===== src/rtl/mem_stage_if.sv =====
// Bus bundle between the execute stage, the data SRAM read port and the memory stage.
// The memory stage takes the slave view; the upstream/downstream environment takes the master view.
interface mem_stage_if;
  localparam int StallBus     = 6;
  localparam int ExToMemWd    = 79;
  localparam int MemToWbWd    = 70;
  localparam int MemToRfBusWd = 38;

  logic [StallBus-1:0]     stall;
  logic [ExToMemWd-1:0]    ex_to_mem_bus;
  logic [31:0]             data_sram_rdata;
  logic [MemToWbWd-1:0]    mem_to_wb_bus;
  logic [MemToRfBusWd-1:0] mem_to_rf_bus;

  modport master (
    output stall,
    output ex_to_mem_bus,
    output data_sram_rdata,
    input  mem_to_wb_bus,
    input  mem_to_rf_bus
  );

  modport slave (
    input  stall,
    input  ex_to_mem_bus,
    input  data_sram_rdata,
    output mem_to_wb_bus,
    output mem_to_rf_bus
  );
endinterface


===== src/rtl/mem_stage.sv =====
// Memory-access pipeline stage: registers the EX->MEM bus, extends load data from the
// data SRAM, and drives writeback and forwarding buses; a one-entry buffer keeps load data across stalls.
module mem_stage (
  input  logic        clk,
  input  logic        rst,
  mem_stage_if.slave  bus
);
  localparam int ExToMemWd = 79;

  localparam logic [2:0] LdLw  = 3'b000;
  localparam logic [2:0] LdLb  = 3'b001;
  localparam logic [2:0] LdLbu = 3'b010;
  localparam logic [2:0] LdLh  = 3'b011;
  localparam logic [2:0] LdLhu = 3'b100;

  logic [ExToMemWd-1:0] ex_mem_q, ex_mem_d;
  logic [31:0]          hold_data_q, hold_data_d;
  logic                 hold_valid_q, hold_valid_d;

  logic        stall_ex;
  logic        stall_mem;
  logic        reg_update;

  logic [2:0]  ld_op;
  logic [31:0] mem_pc;
  logic        data_ram_en;
  logic [3:0]  data_ram_wen;
  logic        sel_rf_res;
  logic        rf_we;
  logic [4:0]  rf_waddr;
  logic [31:0] ex_result;
  logic [1:0]  off;
  logic        is_load;

  logic [31:0] raw_data;
  logic [7:0]  byte_sel;
  logic [15:0] half_sel;
  logic [31:0] load_data;
  logic [31:0] rf_wdata;

  assign stall_ex  = bus.stall[3];
  assign stall_mem = bus.stall[4];

  // Register changes unless both EX and MEM are held; a change always retires the hold buffer.
  assign reg_update = !(stall_ex && stall_mem);

  assign ld_op        = ex_mem_q[78:76];
  assign mem_pc       = ex_mem_q[75:44];
  assign data_ram_en  = ex_mem_q[43];
  assign data_ram_wen = ex_mem_q[42:39];
  assign sel_rf_res   = ex_mem_q[38];
  assign rf_we        = ex_mem_q[37];
  assign rf_waddr     = ex_mem_q[36:32];
  assign ex_result    = ex_mem_q[31:0];
  assign off          = ex_result[1:0];

  assign is_load = data_ram_en && (data_ram_wen == 4'b0000) && sel_rf_res;

  always_comb begin
    ex_mem_d = ex_mem_q;
    if (stall_ex && !stall_mem) begin
      ex_mem_d = '0;
    end else if (!stall_ex) begin
      ex_mem_d = bus.ex_to_mem_bus;
    end
  end

  always_comb begin
    hold_valid_d = hold_valid_q;
    hold_data_d  = hold_data_q;
    if (reg_update) begin
      hold_valid_d = 1'b0;
      hold_data_d  = '0;
    end else if (is_load && stall_mem && !hold_valid_q) begin
      // SRAM data is only valid in the load's first cycle here, so keep it before it goes stale.
      hold_valid_d = 1'b1;
      hold_data_d  = bus.data_sram_rdata;
    end
  end

  always_ff @(posedge clk) begin
    if (rst) begin
      ex_mem_q     <= '0;
      hold_data_q  <= '0;
      hold_valid_q <= 1'b0;
    end else begin
      ex_mem_q     <= ex_mem_d;
      hold_data_q  <= hold_data_d;
      hold_valid_q <= hold_valid_d;
    end
  end

  assign raw_data = hold_valid_q ? hold_data_q : bus.data_sram_rdata;

  always_comb begin
    byte_sel = raw_data[7:0];
    case (off)
      2'b00:   byte_sel = raw_data[7:0];
      2'b01:   byte_sel = raw_data[15:8];
      2'b10:   byte_sel = raw_data[23:16];
      default: byte_sel = raw_data[31:24];
    endcase
  end

  // Halfword loads are assumed aligned upstream, so only off[1] matters.
  assign half_sel = off[1] ? raw_data[31:16] : raw_data[15:0];

  always_comb begin
    load_data = raw_data;
    case (ld_op)
      LdLw:    load_data = raw_data;
      LdLb:    load_data = {{24{byte_sel[7]}}, byte_sel};
      LdLbu:   load_data = {24'h000000, byte_sel};
      LdLh:    load_data = {{16{half_sel[15]}}, half_sel};
      LdLhu:   load_data = {16'h0000, half_sel};
      default: load_data = raw_data;
    endcase
  end

  assign rf_wdata = sel_rf_res ? load_data : ex_result;

  assign bus.mem_to_wb_bus = {mem_pc, rf_we, rf_waddr, rf_wdata};
  assign bus.mem_to_rf_bus = {rf_we, rf_waddr, rf_wdata};
endmodule


===== src/flat_wrapper.sv =====
// flat-port wrapper written by rule: the top's interface ports become plain ports
module mem_stage_flat 
  (clk, rst, bus_stall, bus_ex_to_mem_bus, bus_data_sram_rdata, bus_mem_to_wb_bus, bus_mem_to_rf_bus);
  mem_stage_if bus_i ();
  input  logic clk;
  input  logic rst;
  input wire logic [$bits(bus_i.stall)-1:0] bus_stall;
  input wire logic [$bits(bus_i.ex_to_mem_bus)-1:0] bus_ex_to_mem_bus;
  input wire logic [$bits(bus_i.data_sram_rdata)-1:0] bus_data_sram_rdata;
  output wire logic [$bits(bus_i.mem_to_wb_bus)-1:0] bus_mem_to_wb_bus;
  output wire logic [$bits(bus_i.mem_to_rf_bus)-1:0] bus_mem_to_rf_bus;
  assign bus_i.stall = bus_stall;
  assign bus_i.ex_to_mem_bus = bus_ex_to_mem_bus;
  assign bus_i.data_sram_rdata = bus_data_sram_rdata;
  assign bus_mem_to_wb_bus = bus_i.mem_to_wb_bus;
  assign bus_mem_to_rf_bus = bus_i.mem_to_rf_bus;
  mem_stage u_core (.clk(clk), .rst(rst), .bus(bus_i));
endmodule

===== config.mk =====
export PLATFORM = sky130hd
export DESIGN_NAME = mem_stage_flat
export DESIGN_NICKNAME = d
export VERILOG_FILES = /design/src/rtl/mem_stage_if.sv /design/src/rtl/mem_stage.sv /design/src/flat_wrapper.sv
export SDC_FILE = /design/constraint.sdc
export NUM_CORES = 1
export LEC_CHECK = 0
export CORE_UTILIZATION = 45
export DETAILED_ROUTE_END_ITERATION = 8
export HOLD_SLACK_MARGIN = 0.06
export PLACE_DENSITY = 0.82
export SETUP_SLACK_MARGIN = 0.05
export SYNTH_ARGS = -nofsm -noshare
export SYNTH_HDL_FRONTEND = slang
export SYNTH_SLANG_ARGS = --single-unit

===== constraint.sdc =====
create_clock -name clk -period 2.8 [get_ports clk]
set_clock_uncertainty 0.05 [all_clocks]
set_input_delay 0.28 -clock clk [delete_from_list [all_inputs] [get_ports clk]]
set_output_delay 0.28 -clock clk [all_outputs]
set_load 0.02 [all_outputs]

# After elaboration in Yosys (flattened, before gate mapping)
# Index checks and enable logic that the tools add are counted.
# W data, S select, Z words.
# word_totals
ff_bits	112
in_bits	119
output_inout_bits	108
wordCells	27
# op_classes
eq_ne	6
muxes	5
n_bitwise	1
n_reduce_logical	12
# ops
op	n
$pmux W32 S4	1
$mux W32	2
$pmux W8 S3	1
$mux W16	1
$eq A3 B2 Y1 const B	2
$logic_and A1 B1 Y1	6
$logic_not A4 Y1	1
$reduce_or A2 Y1	2
$eq A3 B1 Y1 const B	1
$eq A3 B3 Y1 const B	1
$eq A2 B1 Y1 const B	1
$eq A2 B2 Y1 const B	1
$logic_not A1 Y1	2
$logic_not A2 Y1	1
$not A1 Y1	1

# Longest topological paths before layout
# depth
depth_word	5
ltp_mapped	7
ltp_nobuf	4

# Least setup slack after synthesis
# Ideal clock, no wire load.
# synth_timing
path_type	register to output
from	register u_core.ex_mem_q[77]
to	output port bus_mem_to_wb_bus[30]
arrival_time_ns	2.023
setup_slack_ns	0.447
path_stages_with_launch	8
path_buffers	3
path_cell_list	dfxtp_1 -> clkbuf_1 -> nor2_1 -> xor2_1 -> buf_2 -> nand2_1 -> a31oi_1 -> buf_4
# synth_via
elab_chain_len	3
word_cells_on_any_way	6
# synth_lines
item	line	rtl
from (decl)	mem_stage.sv:16	logic [ExToMemWd-1:0] ex_mem_q, ex_mem_d;
from (signal assigned)	mem_stage.sv:87	ex_mem_q <= ex_mem_d;
$eq A3 B3 Y1, or another cell as far along	mem_stage.sv:110	case (ld_op)
$pmux W32 S4 *	mem_stage.sv:110	
$mux W32 *	mem_stage.sv:120	assign rf_wdata = sel_rf_res ? load_data : ex_result;
to (decl)	flat_wrapper.sv:10	output wire logic [$bits(bus_i.mem_to_wb_bus)-1:0] bus_mem_to_wb_bus;
# Mark *: on every way between the ends. The rest lies on a longest branch, timed or not.

# Worst setup path after layout
# layout_timing
from	input port bus_data_sram_rdata[7]
to	output port bus_mem_to_wb_bus[13]
# layout_via
elab_chain_len	4
# layout_lines
item	line	rtl
from (decl)	flat_wrapper.sv:9	input wire logic [$bits(bus_i.data_sram_rdata)-1:0] bus_data_sram_rdata;
$mux W32	mem_stage.sv:93	assign raw_data = hold_valid_q ? hold_data_q : bus.data_sram_rdata;
$pmux W8 S3	mem_stage.sv:97	case (off)
$pmux W32 S4	mem_stage.sv:110	
$mux W32	mem_stage.sv:120	
# Every way passes these cells.

==> run summary <==
The layout net count is just over 900. The critical path data arrival time came out at around 2.4 ns. The final clock period utilization by the worst path came out at 0.975. The largest fanout on the critical path is 5. The area growth from synthesis to layout is 34.9%.

The number of enable-type register cells in the synthesized netlist is 0. The number of max-slew violations in the final report was 0. The clock tree synthesis step divided the H-tree into 3 levels. The number of inserted diodes came out at 0. The highest clock frequency the design can meet is 366 MHz. The dominant synthesized flop cell is sky130_fd_sc_hd__dfxtp_1.

The hold violation count in the final report came out at 0. The count of hold-fix buffers inserted at cts came out at 0. For the pin with the worst max-slew slack, the measured transition is 0.706 ns. The total power divided by cell area is 477 nW/um^2. Among cell families on the critical path, the largest total delay comes from buffers and inverters. The standby leakage power is approximately 3.2 nW.

The die area came out at 13600 um^2. Yosys printed 0 warnings. The overall routing resource usage came out at 0.244. Setup repair after global routing could not meet its margin everywhere. The total of flip-flops plus latches after synthesis came out at around 110.

The sum of routed wire length over all layers is between 15000 and 20000 um. The synthesized netlist occupies a cell area of 5890 um^2. The core area is 12700 um^2. Across the VDD grid, the largest voltage drop is approximately 0.30 mV. The number of clock sinks seen by CTS is 112. The most critical setup path has its startpoint at bus_data_sram_rdata[7].

The source-to-sink clock delay at the later pin of the worst-skew pair is around 0.35 ns. By area the synthesized netlist is led by sky130_fd_sc_hd__dfxtp_1 (38%), sky130_fd_sc_hd__mux2i_1 (16%), sky130_fd_sc_hd__buf_4 (9.7%). Headroom to the max-slew limit came out at 0.529. In the synthesized netlist the async set-or-reset flop fraction comes to 0.

The boundary pin count came out at roughly 230. The signal on the critical path passes through clkdlybuf4s50_1 > mux4_2 > mux2_4 > o2111ai_1 > buf_4 > o211ai_1 > dlygate4sd2_1. Setup violations remaining at the end of the flow were counted as 0.

The total vias in the final route is roughly 5200. The total non-filler cell area in the finished layout is 7950 um^2. The beginning of the worst hold path is u_core.hold_data_q[21]. The final weighted congestion of routability-driven global placement came out at ~0.89. The floorplan has 41 rows. The post-detailed-route wirelength per cell came out at 17.0 um.

The CTS buffer count came out at 9. The number of global-route vias before repair is 4958. The design draws 3.79 mW.

The clock edge transition at the registers on the reported setup and hold paths is approximately 0.070 ns. The via count normalized by instance count is roughly 5.3. The first global-routing pass estimated ~25000 um of wire.

The number of antenna violations at the first check in global routing is 0. The synthesized netlist net count is 783. The cell sitting at the root of the clock tree is a sky130_fd_sc_hd__clkbuf_16. The placed cell area came out at 7820 um^2. Global routing finished with a remaining overflow of 0. The largest single stage delay on the critical path is 0.49 ns.

The port buffer count is 222. By count the netlist is led by sky130_fd_sc_hd__dfxtp_1 (112), sky130_fd_sc_hd__nor2_1 (102), sky130_fd_sc_hd__mux2i_1 (94). A synthesized cell averages around 9 um^2. The fraction of final layout cells with drive strength greater than 1 came out at 0.146. Entering global routing, the biggest net connects 81 pins. The worst hold path belongs to the class flop to flop. The number of instances in the synthesized netlist is 664. The count of nets left with antenna violations once routing finished came out at 0. The critical path endpoint category is a primary output. The total iterations of the first detailed-routing run is 5. The number of buffer and inverter stages on the critical path is 3. The die is between 100 and 150 um tall.

The fraction of the yosys area taken by sequential cells is 0.380. The critical register-to-register path startpoint is u_core.ex_mem_q[38]. Among all stages on the critical path, the largest delay is contributed by sky130_fd_sc_hd__mux4_2.

The most numerous cell in the Yosys netlist is sky130_fd_sc_hd__dfxtp_1. The number of DRC violations after detailed-routing iteration 0 is roughly 340. The half-perimeter wire length of the detailed placement result is 12800 um.

The count of max-cap constraint violations came out at 0. The run finished with clean final reports. The required time at the worst-slack endpoint is about 2.5 ns. The cell type contributing the most total cell area after synthesis is sky130_fd_sc_hd__dfxtp_1.

The worst setup path is launched from a primary input. The x dimension of the die is 116 um. The worst path needs 2.73 ns of the cycle, external delays included.

Of the post-synthesis cell area, the dominant cell type holds 0.380. The CTS tree is built. The initial standard-cell utilization of the core is 0.465. After detailed routing, the number of remaining DRC violations is 0. The maximum root-to-sink buffer count is 2.

The critical setup path kind is primary input to primary output. In this run, distinct cell masters in the synthesized netlist total 46.
[area by class of cell]
cell class	count	area, um^2
Clock buffer	10	239
Sequential cell	112	2250
Fill cell	1101	4720
Timing Repair Buffer	253	2320
Inverter	4	15.0
Clock inverter	6	42.5
Multi-Input combinational cell	424	2870
Tap cell	172	215
[registers in the layout, summed over array words and instances, names as in the netlist]
signal and count:
u_core.hold_valid_q 1, u_core.ex_mem_q 79, u_core.hold_data_q 32
[worst register-to-register path, delay by kind of cell (launching register included)]
family,cells,cell delay [ns]
AO/OA/AOI/OAI,1,0.15
AND/OR/NAND/NOR,3,0.69
flip-flops,1,0.44
buffers and inverters,2,0.62
[layout by cell type, fill, tap and decap left out, types with 2 or more instances in the layout]
master and count:
sky130_fd_sc_hd__dlygate4sd1_1 3, sky130_fd_sc_hd__a22oi_1 11, sky130_fd_sc_hd__mux2_2 17, sky130_fd_sc_hd__dfxtp_1 109
sky130_fd_sc_hd__buf_4 29, sky130_fd_sc_hd__clkbuf_16 9, sky130_fd_sc_hd__mux2i_1 94, sky130_fd_sc_hd__clkdlybuf4s15_1 6
sky130_fd_sc_hd__o21ai_0 4, sky130_fd_sc_hd__or2_2 4, sky130_fd_sc_hd__nor2_1 101, sky130_fd_sc_hd__nand4_1 2
sky130_fd_sc_hd__dfxtp_2 2, sky130_fd_sc_hd__nand3b_1 4, sky130_fd_sc_hd__buf_12 3, sky130_fd_sc_hd__inv_1 3
sky130_fd_sc_hd__dlymetal6s2s_1 2, sky130_fd_sc_hd__inv_6 2, sky130_fd_sc_hd__mux4_2 10, sky130_fd_sc_hd__o211ai_1 5
sky130_fd_sc_hd__nor3b_1 2, sky130_fd_sc_hd__dlygate4sd2_1 26, sky130_fd_sc_hd__clkbuf_2 27, sky130_fd_sc_hd__xor2_1 2
sky130_fd_sc_hd__nand2b_1 2, sky130_fd_sc_hd__a31oi_1 19, sky130_fd_sc_hd__nand2_1 80, sky130_fd_sc_hd__o221ai_1 5
sky130_fd_sc_hd__a21oi_1 36, sky130_fd_sc_hd__clkinv_2 2, sky130_fd_sc_hd__clkinvlp_4 2, sky130_fd_sc_hd__clkdlybuf4s50_1 157
sky130_fd_sc_hd__nand3_1 4
[report_power, final]
| part | internal, mW | switching (mW) | leakage, nW |
|---|---|---|---|
| clock | 0.632 | 0.602 | 0.135 |
| sequential | 1.65 | 0.0387 | 0.915 |
| combinational | 0.426 | 0.445 | 2.20 |
| total | 2.71 | 1.09 | 3.25 |
[path summary, 6_finish.rpt]
kind                                          endpoint  slack (ns)  depth (start not counted)
worst min register to register  u_core.hold_data_q[21]        0.41                          2
worst max register to register  u_core.hold_data_q[16]        0.78                          6
worst max-delay path             bus_mem_to_wb_bus[13]        0.07                          7
worst min-delay path            u_core.hold_data_q[21]        0.41                          2
[per-layer routing]
metal,up-vias,global-route usage,routed length [um]
li1,2478,-,-
met4,0,0.0880,420
met5,-,0,0
met3,33,0.0514,1010
met2,192,0.409,8120
met1,2475,0.310,7160
[what timing repair did]
item                       in CTS  in global routing
setup endpoints to repair      64                 45
hold endpoints to repair        0                  0
resized for setup              73                 86
setup buffers                   0                  0
[cells by family (layout without fill, tap and decap cells)]
group           Yosys count  count (layout)  synth area share
mux                     122             122             0.233
simple gates            208             208             0.146
xor+xnor                  3               3           0.00446
buf+inv                 128             273             0.136
flops                   112             112             0.380
compound gates           91              91             0.100
[stage by stage]
step	instances	utilization	hold WS (ns)	setup slack (ns)	TNS (ns)
floorplan	664	-	0.366	0.447	0
global placement	965	0.617	0.388	-0.157	-4.81
detailed placement	965	0.617	0.400	-0.189	-6.09
CTS	981	0.634	0.410	0.0388	0
global route	981	0.628	0.425	0.0104	0
finish	981	0.628	0.410	0.0692	0
(Power assumes the default switching activity.)
